===== src/rtl/data_store_buffer_pkg.sv =====
// Shared types and sizing for the posted-write store buffer.
//   DEPTH       number of store entries (power of two, >= 2)
//   ADDR_WIDTH  address width, matches data_memory
//   DATA_WIDTH  data width, matches data_memory
//   PTR_WIDTH   head/tail pointer width, wraps modulo DEPTH
//   CNT_WIDTH   occupancy counter width, one extra bit to tell full from empty
package data_store_buffer_pkg;

  localparam int DEPTH      = 4;
  localparam int ADDR_WIDTH = 16;
  localparam int DATA_WIDTH = 16;
  localparam int PTR_WIDTH  = $clog2(DEPTH);
  localparam int CNT_WIDTH  = PTR_WIDTH + 1;

  typedef logic [PTR_WIDTH-1:0] ptr_t;
  typedef logic [CNT_WIDTH-1:0] cnt_t;

  typedef struct packed {
    logic                  valid;
    logic [ADDR_WIDTH-1:0] addr;
    logic [DATA_WIDTH-1:0] data;
  } sb_entry_t;

endpackage


===== src/rtl/data_store_buffer_forward_match.sv =====
// sb_forward_match: youngest-first address match across the pending stores.
//   addr_i     load address to look up
//   entries_i  store buffer entries {valid, addr, data}
//   head_i     index of the oldest pending entry
//   tail_i     index of the next free slot (youngest entry is tail_i - 1)
//   hit_o      a valid entry matches addr_i
//   data_o     data of the youngest matching entry, zero on a miss
module sb_forward_match
  import data_store_buffer_pkg::*;
(
  input  logic [ADDR_WIDTH-1:0] addr_i,
  input  sb_entry_t             entries_i [DEPTH],
  input  ptr_t                  head_i,
  input  ptr_t                  tail_i,
  output logic                  hit_o,
  output logic [DATA_WIDTH-1:0] data_o
);

  ptr_t idx;
  logic done;

  // Walk from the youngest slot backwards; the first valid match wins and the
  // walk stops once the oldest (head) slot has been examined.
  always_comb begin
    // NOTE: every variable gets a default before any conditional assignment so no latch is inferred.
    hit_o  = 1'b0;
    data_o = '0;
    done   = 1'b0;
    idx    = '0;
    for (int k = 0; k < DEPTH; k++) begin
      idx = tail_i - ptr_t'(k + 1);
      if (!done && entries_i[idx].valid && (entries_i[idx].addr == addr_i)) begin
        hit_o  = 1'b1;
        data_o = entries_i[idx].data;
        done   = 1'b1;
      end
      if (idx == head_i) begin
        done = 1'b1;
      end
    end
  end

endmodule


===== src/rtl/data_store_buffer.sv =====
// data_store_buffer: posted-write buffer between the memory stage and data_memory.
// Stores queue in a circular FIFO and drain in program order whenever no load
// is requested; loads own the memory port immediately and are forwarded from
// the youngest matching pending store.
//   clock, reset                        rising-edge clock, async active-high reset
//   cpu_address/cpu_write_data          datapath address and store data
//   cpu_memWrite/cpu_memRead            store / load request
//   cpu_read_data                       combinational load result
//   stall                               store not accepted this cycle
//   empty                               no pending stores
//   mem_address/mem_write_data          to data_memory
//   mem_memWrite/mem_memRead            to data_memory
//   mem_read_data                       from data_memory
module data_store_buffer
  import data_store_buffer_pkg::*;
(
  input  logic                  clock,
  input  logic                  reset,
  input  logic [ADDR_WIDTH-1:0] cpu_address,
  input  logic [DATA_WIDTH-1:0] cpu_write_data,
  input  logic                  cpu_memWrite,
  input  logic                  cpu_memRead,
  output logic [DATA_WIDTH-1:0] cpu_read_data,
  output logic                  stall,
  output logic                  empty,
  output logic [ADDR_WIDTH-1:0] mem_address,
  output logic [DATA_WIDTH-1:0] mem_write_data,
  output logic                  mem_memWrite,
  output logic                  mem_memRead,
  input  logic [DATA_WIDTH-1:0] mem_read_data
);

  ptr_t                  head_q, head_d;
  ptr_t                  tail_q, tail_d;
  cnt_t                  count_q, count_d;
  logic [DEPTH-1:0]      valid_q, valid_d;
  logic [ADDR_WIDTH-1:0] addr_q [DEPTH];
  logic [DATA_WIDTH-1:0] data_q [DEPTH];

  logic                  full;
  logic                  push;
  logic                  pop;
  logic                  load_req;
  sb_entry_t             entries [DEPTH];
  logic                  fwd_hit;
  logic [DATA_WIDTH-1:0] fwd_data;

  assign full  = (count_q == cnt_t'(DEPTH));
  assign empty = (count_q == '0);

  // A simultaneous store+load is a store; the load half is dropped.
  assign load_req = cpu_memRead & ~cpu_memWrite;
  assign push     = cpu_memWrite & ~full;
  // Any asserted read request keeps the port from draining, including the
  // illegal store+load combination.
  assign pop      = ~cpu_memRead & ~empty;

  // Stall is purely a function of the current occupancy: a drain in the same
  // cycle frees a slot only for the following cycle.
  assign stall = ~reset & cpu_memWrite & full;

  always_comb begin
    head_d  = head_q + ptr_t'(pop);
    tail_d  = tail_q + ptr_t'(push);
    count_d = count_q + cnt_t'(push) - cnt_t'(pop);
    valid_d = valid_q;
    if (pop) begin
      valid_d[head_q] = 1'b0;
    end
    if (push) begin
      valid_d[tail_q] = 1'b1;
    end
  end

  always_ff @(posedge clock or posedge reset) begin
    if (reset) begin
      head_q  <= '0;
      tail_q  <= '0;
      count_q <= '0;
      valid_q <= '0;
    end else begin
      // NOTE: sequential state uses non-blocking assignments so every register samples pre-edge values.
      head_q  <= head_d;
      tail_q  <= tail_d;
      count_q <= count_d;
      valid_q <= valid_d;
    end
  end

  // NOTE: the entry payload is not reset; the valid bits alone decide whether a slot means anything.
  always_ff @(posedge clock) begin
    if (push) begin
      addr_q[tail_q] <= cpu_address;
      data_q[tail_q] <= cpu_write_data;
    end
  end

  always_comb begin
    for (int i = 0; i < DEPTH; i++) begin
      entries[i] = '{valid: valid_q[i], addr: addr_q[i], data: data_q[i]};
    end
  end

  sb_forward_match u_forward_match (
    .addr_i    (cpu_address),
    .entries_i (entries),
    .head_i    (head_q),
    .tail_i    (tail_q),
    .hit_o     (fwd_hit),
    .data_o    (fwd_data)
  );

  // Memory port mux: loads first, then drains; everything quiet in reset.
  always_comb begin
    mem_address    = '0;
    mem_write_data = '0;
    mem_memWrite   = 1'b0;
    mem_memRead    = 1'b0;
    cpu_read_data  = '0;
    if (!reset) begin
      if (load_req) begin
        mem_memRead   = 1'b1;
        mem_address   = cpu_address;
        cpu_read_data = fwd_hit ? fwd_data : mem_read_data;
      end else if (pop) begin
        mem_memWrite   = 1'b1;
        mem_address    = addr_q[head_q];
        mem_write_data = data_q[head_q];
      end
    end
  end

endmodule

===== config.mk =====
export PLATFORM = sky130hd
export DESIGN_NAME = data_store_buffer
export DESIGN_NICKNAME = d
export VERILOG_FILES = /design/src/rtl/data_store_buffer_pkg.sv /design/src/rtl/data_store_buffer_forward_match.sv /design/src/rtl/data_store_buffer.sv
export SDC_FILE = /design/constraint.sdc
export NUM_CORES = 1
export LEC_CHECK = 0
export CORE_MARGIN = 2
export CORE_UTILIZATION = 64
export DETAILED_ROUTE_END_ITERATION = 16
export PLACE_DENSITY = 0.88
export SLEW_MARGIN = 20
export SYNTH_ARGS = -nofsm -noshare
export SYNTH_HDL_FRONTEND = slang
export SYNTH_HIERARCHICAL = 1
export SYNTH_SLANG_ARGS = --single-unit

===== constraint.sdc =====
create_clock -name clock -period 19.3 [get_ports clock]
set_input_delay 5.79 -clock clock [delete_from_list [all_inputs] [get_ports clock]]
set_output_delay 5.79 -clock clock [all_outputs]
set_load 0.02 [all_outputs]

* Yosys cells after proc, flatten, opt, wreduce, memory -nomap -nowiden
Memory sizes are Yosys's and may differ from the RTL's. Cells that the tools add are included.
Word-level totals: output and inout bits 52, RAM bits 128, memories kept 2, flip-flop bits (word level) 11, word-level logic and storage cells 106
Memory list:
- addr_q | words 4, bits a word 16, rd ports 5, clocked after Yosys merged registers in 0, wr ports 1, line data_store_buffer.sv:37 | logic [ADDR_WIDTH-1:0] addr_q [DEPTH];
- data_q | words 4, bits a word 16, rd ports 5, clocked after Yosys merged registers in 0, wr ports 1, line data_store_buffer.sv:38 | logic [DATA_WIDTH-1:0] data_q [DEPTH];
Cells by class: reduce and logical (&&, ||, !) cells 13, muxes and demuxes 47, order comparisons 8, bitwise operators 17, equal/unequal tests 8, add/sub/neg operators 7
Operators with widths (number):
- $bmux 33 s2 | 4
- $mux 33 | 8
- $mux 16 | 13
- $eq 16x16->1 | 4
- $mux 1 | 18
- $ge 3x3->1 const B | 4
- $not 2->3 | 4
- $logic_and 1x1->1 | 9
- $mux 4 | 2
- $eq 2x2->1 | 3
- $lt 2x3->1 const B | 2
- $and 1x1->1 | 5
- $not 1->1 | 5
- $add 2x1->2 | 2
- $and 4x4->4 | 1
- $demux 1 s2 | 2
- $ge 2x1->1 const B | 2
- $not 4->4 | 1
- $or 4x4->4 | 1
- $sub 2x2->2 const B | 2
- $add 3x1->3 | 1
- $eq 3x3->1 const B | 1
- $logic_not 1->1 | 3
- $logic_not 3->1 | 1
- other kinds (2) | 2

* Depth between registers and ports, before layout
depth in word-level cells 26, depth in mapped cells 18, depth with buffers taken out 9

* Cells and area by module
The synthesis kept the hierarchy.
By module, submodules not included:
- data_store_buffer | area an instance 5714.2 um^2, cells each 291, sequential area each 4119.0 um^2, instances 1
- sb_forward_match | area an instance 5113.7 um^2, cells each 531, sequential area each 0.0 um^2, instances 1

* Worst setup path before layout
Ideal clock, no wire load.
path kind input to output, from in cpu_address[7], to out cpu_read_data[10], slack 4.864 ns, stages 14, data arrival time 8.646 ns, path buffers 6, cells stage by stage buf_1 o22a_1 o211ai_1 or4_1 clkbuf_1 o2111ai_2 or3_1 buf_6 buf_12 nand3_1 buf_2 buf_2 mux2i_1 nor2_1
Between the ends: word-level cells in the longest chain between the ends 21, elaborated cells between the ends (all ways) 30, those cells by class 4 x eq/ne; 16 x mux; 10 x reduce/logical
Ends and longest elaborated chain:
- start, declared | line data_store_buffer.sv:19 | input logic [ADDR_WIDTH-1:0] cpu_address,
- $eq 16x16->1 | line data_store_buffer_forward_match.sv:32 | if (!done && entries_i[idx].valid && (entries_i[idx].addr == addr_i)) begin
- $logic_and 1x1->1 | line data_store_buffer_forward_match.sv:32
- $mux 1 | line data_store_buffer_forward_match.sv:32
- $mux 1 | line data_store_buffer_forward_match.sv:37 | if (idx == head_i) begin
- $logic_not 1->1 | line data_store_buffer_forward_match.sv:32
- $logic_and 1x1->1 (2 in series) | line data_store_buffer_forward_match.sv:32
- $mux 1 | line data_store_buffer_forward_match.sv:32
- $mux 1 | line data_store_buffer_forward_match.sv:37
- [4 not listed]
- $mux 1 | line data_store_buffer_forward_match.sv:37
- $logic_not 1->1 | line data_store_buffer_forward_match.sv:32
- $logic_and 1x1->1 (2 in series) | line data_store_buffer_forward_match.sv:32
- $mux 1 * | line data_store_buffer_forward_match.sv:32
- named net fwd_hit | line data_store_buffer.sv:45 | logic fwd_hit;
- $mux 16 * | line data_store_buffer.sv:124 | cpu_read_data = fwd_hit ? fwd_data : mem_read_data;
- $mux 16 * | line data_store_buffer.sv:121 | if (load_req) begin
- $mux 16 * | line data_store_buffer.sv:120 | if (!reset) begin
- end, declared | line data_store_buffer.sv:23 | output logic [DATA_WIDTH-1:0] cpu_read_data,
Mark *: on every way through the listed nets, which the timed path passes. The rest lies on a longest branch.

* Worst setup path after layout
from in cpu_address[0], to out cpu_read_data[2]
The elaborated chain is that of the path after synthesis.

==> key figures <==
Synthesis
  • Top cell type's share of synthesized area: 35.5%
  • Post-synth cell types: 64
  • Number of synthesis warnings: 6
  • Net count of the mapped netlist: 877
  • Post-synthesis cell count: 822
  • Cell type with the highest aggregate area in the netlist: edfxtp_1
  • Number of flip-flops and latches in the synthesized netlist: 139
  • Largest cells by area after synthesis: edfxtp_1, mux4_2, mux2i_1, xnor2_1, dfrtp_1
  • Part of the Yosys area used for sequential elements: 38.0%
  • Mean Syn Cell Area: 13.2 um^2
  • Primary flip-flop cell chosen by synthesis mapping: edfxtp_1
  • EDFF count, synth: 128
  • Share of flip-flops with an asynchronous set or reset after synthesis: 7.91%
  • Post-synthesis instance area: 10800 um^2

Placement
  • Final weighted congestion of routability-driven global placement: 0.939
  • Count of port buffers added during placement: 103
  • Cell area after placement: 11800 um^2
  • Total half-perimeter wirelength after legalization and detailed placement: 17300 um

Die
  • Initial Utilization: 65.3%
  • Number of placement rows: 47
  • Horizontal extent of the die: 134 um
  • Height of the die: 134 um
  • Die area: 18000 um^2
  • Num ports: 104
  • Area inside the core boundary: 16600 um^2

Timing
  • Maximum clock rate: 60.6 MHz
  • Post-route minimum period: 16.50 ns
  • Normalized max-slew margin: 28.0%
  • Worst Skew: 0.00436 ns
  • Setup repair after global routing missed its margin: false
  • Share of the clock period used by the worst path after layout: 85.5%
  • Hold Vio Cnt, Final: 0
  • Max-slew violation count: 0
  • Slew at the pin closest to its max-slew limit: 1.08 ns
  • Final setup violation count: 0
  • Total Negative Setup Slacks: 0 ns

Routing
  • Routed len/inst: 24.3 um
  • Count of nets left with antenna violations after detail routing: 0
  • Initial DRT Pass Iterations: 5
  • DRC violation count after routing: 0
  • Per-cell via count in the routed design: 7.01
  • Final Routed Wirelength: 27000 um
  • Via count: 7787
  • Violation count after the first detailed-route iteration: 714

Hold path
  • Worst min-delay path endpoint: valid_q[3]
  • Min-Delay Startpoint: valid_q[3]
  • Hold/Removal Path Class: register to register
  • Hold Path Stages: 2

CTS
  • Clock Tree Buf Depth: 2
  • Clock-pin slew on the worst setup and hold paths: 0.06 ns
  • Postcts setup bufs: 0
  • Count of instances resized after the clock tree is built: 0
  • Deepest level of the CTS H-tree: 4
  • Number of buffers inserted during clock tree synthesis: 17
  • Clock tree from TritonCTS: built
  • Clk sinks: 139
  • Post-CTS Hold Fix Bufs: 0
  • CTS root buffer: clkbuf_16
  • Worst-Skew Late Latency: 0.43 ns

Worst setup path
  • Element type at the critical path start: input port
  • Startpoint of the most critical register-to-register path: tail_q[1]
  • Terminus of the critical flop-to-flop path: data_q[2][14]
  • Register-to-register setup slack: 15.51 ns
  • CP Class: input port to primary output
  • Data required time at the worst endpoint: 13.51 ns
  • Critical path arrival: 10.71 ns
  • R2r worst-path depth: 4
  • Largest driver fanout on the critical path: 17
  • CP Capture Type: primary output

Global route
  • Grt met2 use: 54.2%
  • Layer with the highest usage after global routing: met2
  • GR Util All Layers: 31.0%
  • Total congestion overflow after global routing: 0
  • Pin count of the biggest net entering global routing: 104
  • Antenna violations before repair: 0
  • Wire length of the first global-routing pass: 42700 um
  • Met3 GRT Util: 5.52%
  • Number of global-route vias before repair: 7906
  • Global-route track usage on met1: 39.2%

Layout
  • Post-layout nets: 934
  • Number of fillers in the final layout: 1049
  • Storage element area: 4130 um^2
  • Most common cell after layout, fill and taps aside: edfxtp_1
  • Layout overhead on the synthesized area: 13.6%
  • Top library cells by usage in the layout, fill and taps aside: edfxtp_1, clkdlybuf4s50_1, mux4_2
  • Area of combinational cells with multiple inputs: 6160 um^2
  • Fraction of layout cells with a size suffix above 1: 21.3%
  • Diode insertion count for antenna repair: 0
  • Summed area of non-filler cells in the final layout: 12300 um^2

Pwr
  • Worst ir drop on vdd: 0.000101 V
  • Leakage component of the power: 3.95 nW
  • Power density relative to cell area: 146 nW/um^2

Run
  • Max_cap viols: 0

Run status
  • Status: complete, no violations
-- critical path: stages --
cell	delay [ns]
clkdlybuf4s50_1	0.79
xnor2_1	0.18
nand4_1	0.19
or4_1	0.88
o2111ai_2	0.92
or3_1	0.23
nand3_1	0.66
mux2i_1	0.29
nor2_1	0.15
clkdlybuf4s50_1	0.62
-- where the power goes --
| group | leakage (nW) | internal, mW | switching, mW |
|---|---|---|---|
| clock network | 0.265 | 0.176 | 0.130 |
| registers | 1.30 | 0.407 | 0.0974 |
| logic | 2.39 | 0.487 | 0.505 |
| total | 3.95 | 1.07 | 0.732 |
-- cell usage after synthesis (16+ instances only) --
cell type and number:
and2_1 33, mux2i_1 79, edfxtp_1 128, a21oi_1 22, o21ai_0 19, nor2_1 39
nand4b_1 17, buf_2 26, xor2_1 16, mux4_2 99, nor3_1 24, xnor2_1 60
nor4_1 19, clkbuf_1 22, mux2_2 19, nand2_1 38, a22o_1 16
-- final cells by class --
cell class,instances,area share [%]
Multi-Input combinational cell,591,50.1
Sequential cell,139,33.5
Timing Repair Buffer,119,9.36
Clock buffer,17,3.46
Tap cell,220,2.24
Clock inverter,14,1.02
Inverter,11,0.336
-- worst max-delay path by stage --
stage                         startpoint           endpoint
final                     cpu_address[0]   cpu_read_data[2]
after global routing      cpu_address[7]   cpu_read_data[2]
after CTS                 cpu_address[7]   cpu_read_data[2]
after detailed placement  cpu_address[7]   cpu_read_data[2]
after global placement    cpu_address[7]  cpu_read_data[13]
after floorplan           cpu_address[7]  cpu_read_data[10]
-- layer usage --
| metal | vias up | share of wire [%] |
|---|---|---|
| met3 | 57 | 7.4 |
| li1 | 3403 | - |
| met4 | 0 | 2.5 |
| met1 | 3919 | 38 |
| met2 | 408 | 52 |
| met5 | - | 0 |
-- sequential cells by signal, summed over array words and instances, names as in the netlist --
register and count:
tail_q 2, addr_q 64, valid_q 4, data_q 64, count_q 3, head_q 2
-- stage by stage --
stage	utilization [%]	setup slack (ns)	instances	power [mW]	hold WS, ns
final	74.2	2.80	1111	1.80	0.585
after global routing	74.2	2.59	1111	1.89	0.622
after CTS	74.2	2.85	1111	1.80	0.587
after detailed placement	70.9	2.86	1080	1.48	0.571
after global placement	70.9	2.99	1080	1.44	0.527
after floorplan	-	4.86	822	1.28	0.501
-- cell families (layout without fill, tap and decap cells) --
group | Yosys count | after routing | share of synthesized area [%]
AO/OA/AOI/OAI | 105 | 105 | 8.02
flip-flops | 139 | 139 | 38.0
buffers and inverters | 92 | 161 | 5.40
AND/OR/NAND/NOR | 203 | 203 | 10.4
XOR/XNOR | 76 | 76 | 6.15
adder cells (fa/ha/maj) | 3 | 3 | 0.416
multiplexers | 204 | 204 | 31.6
Power figures use the tool's default switching activity.
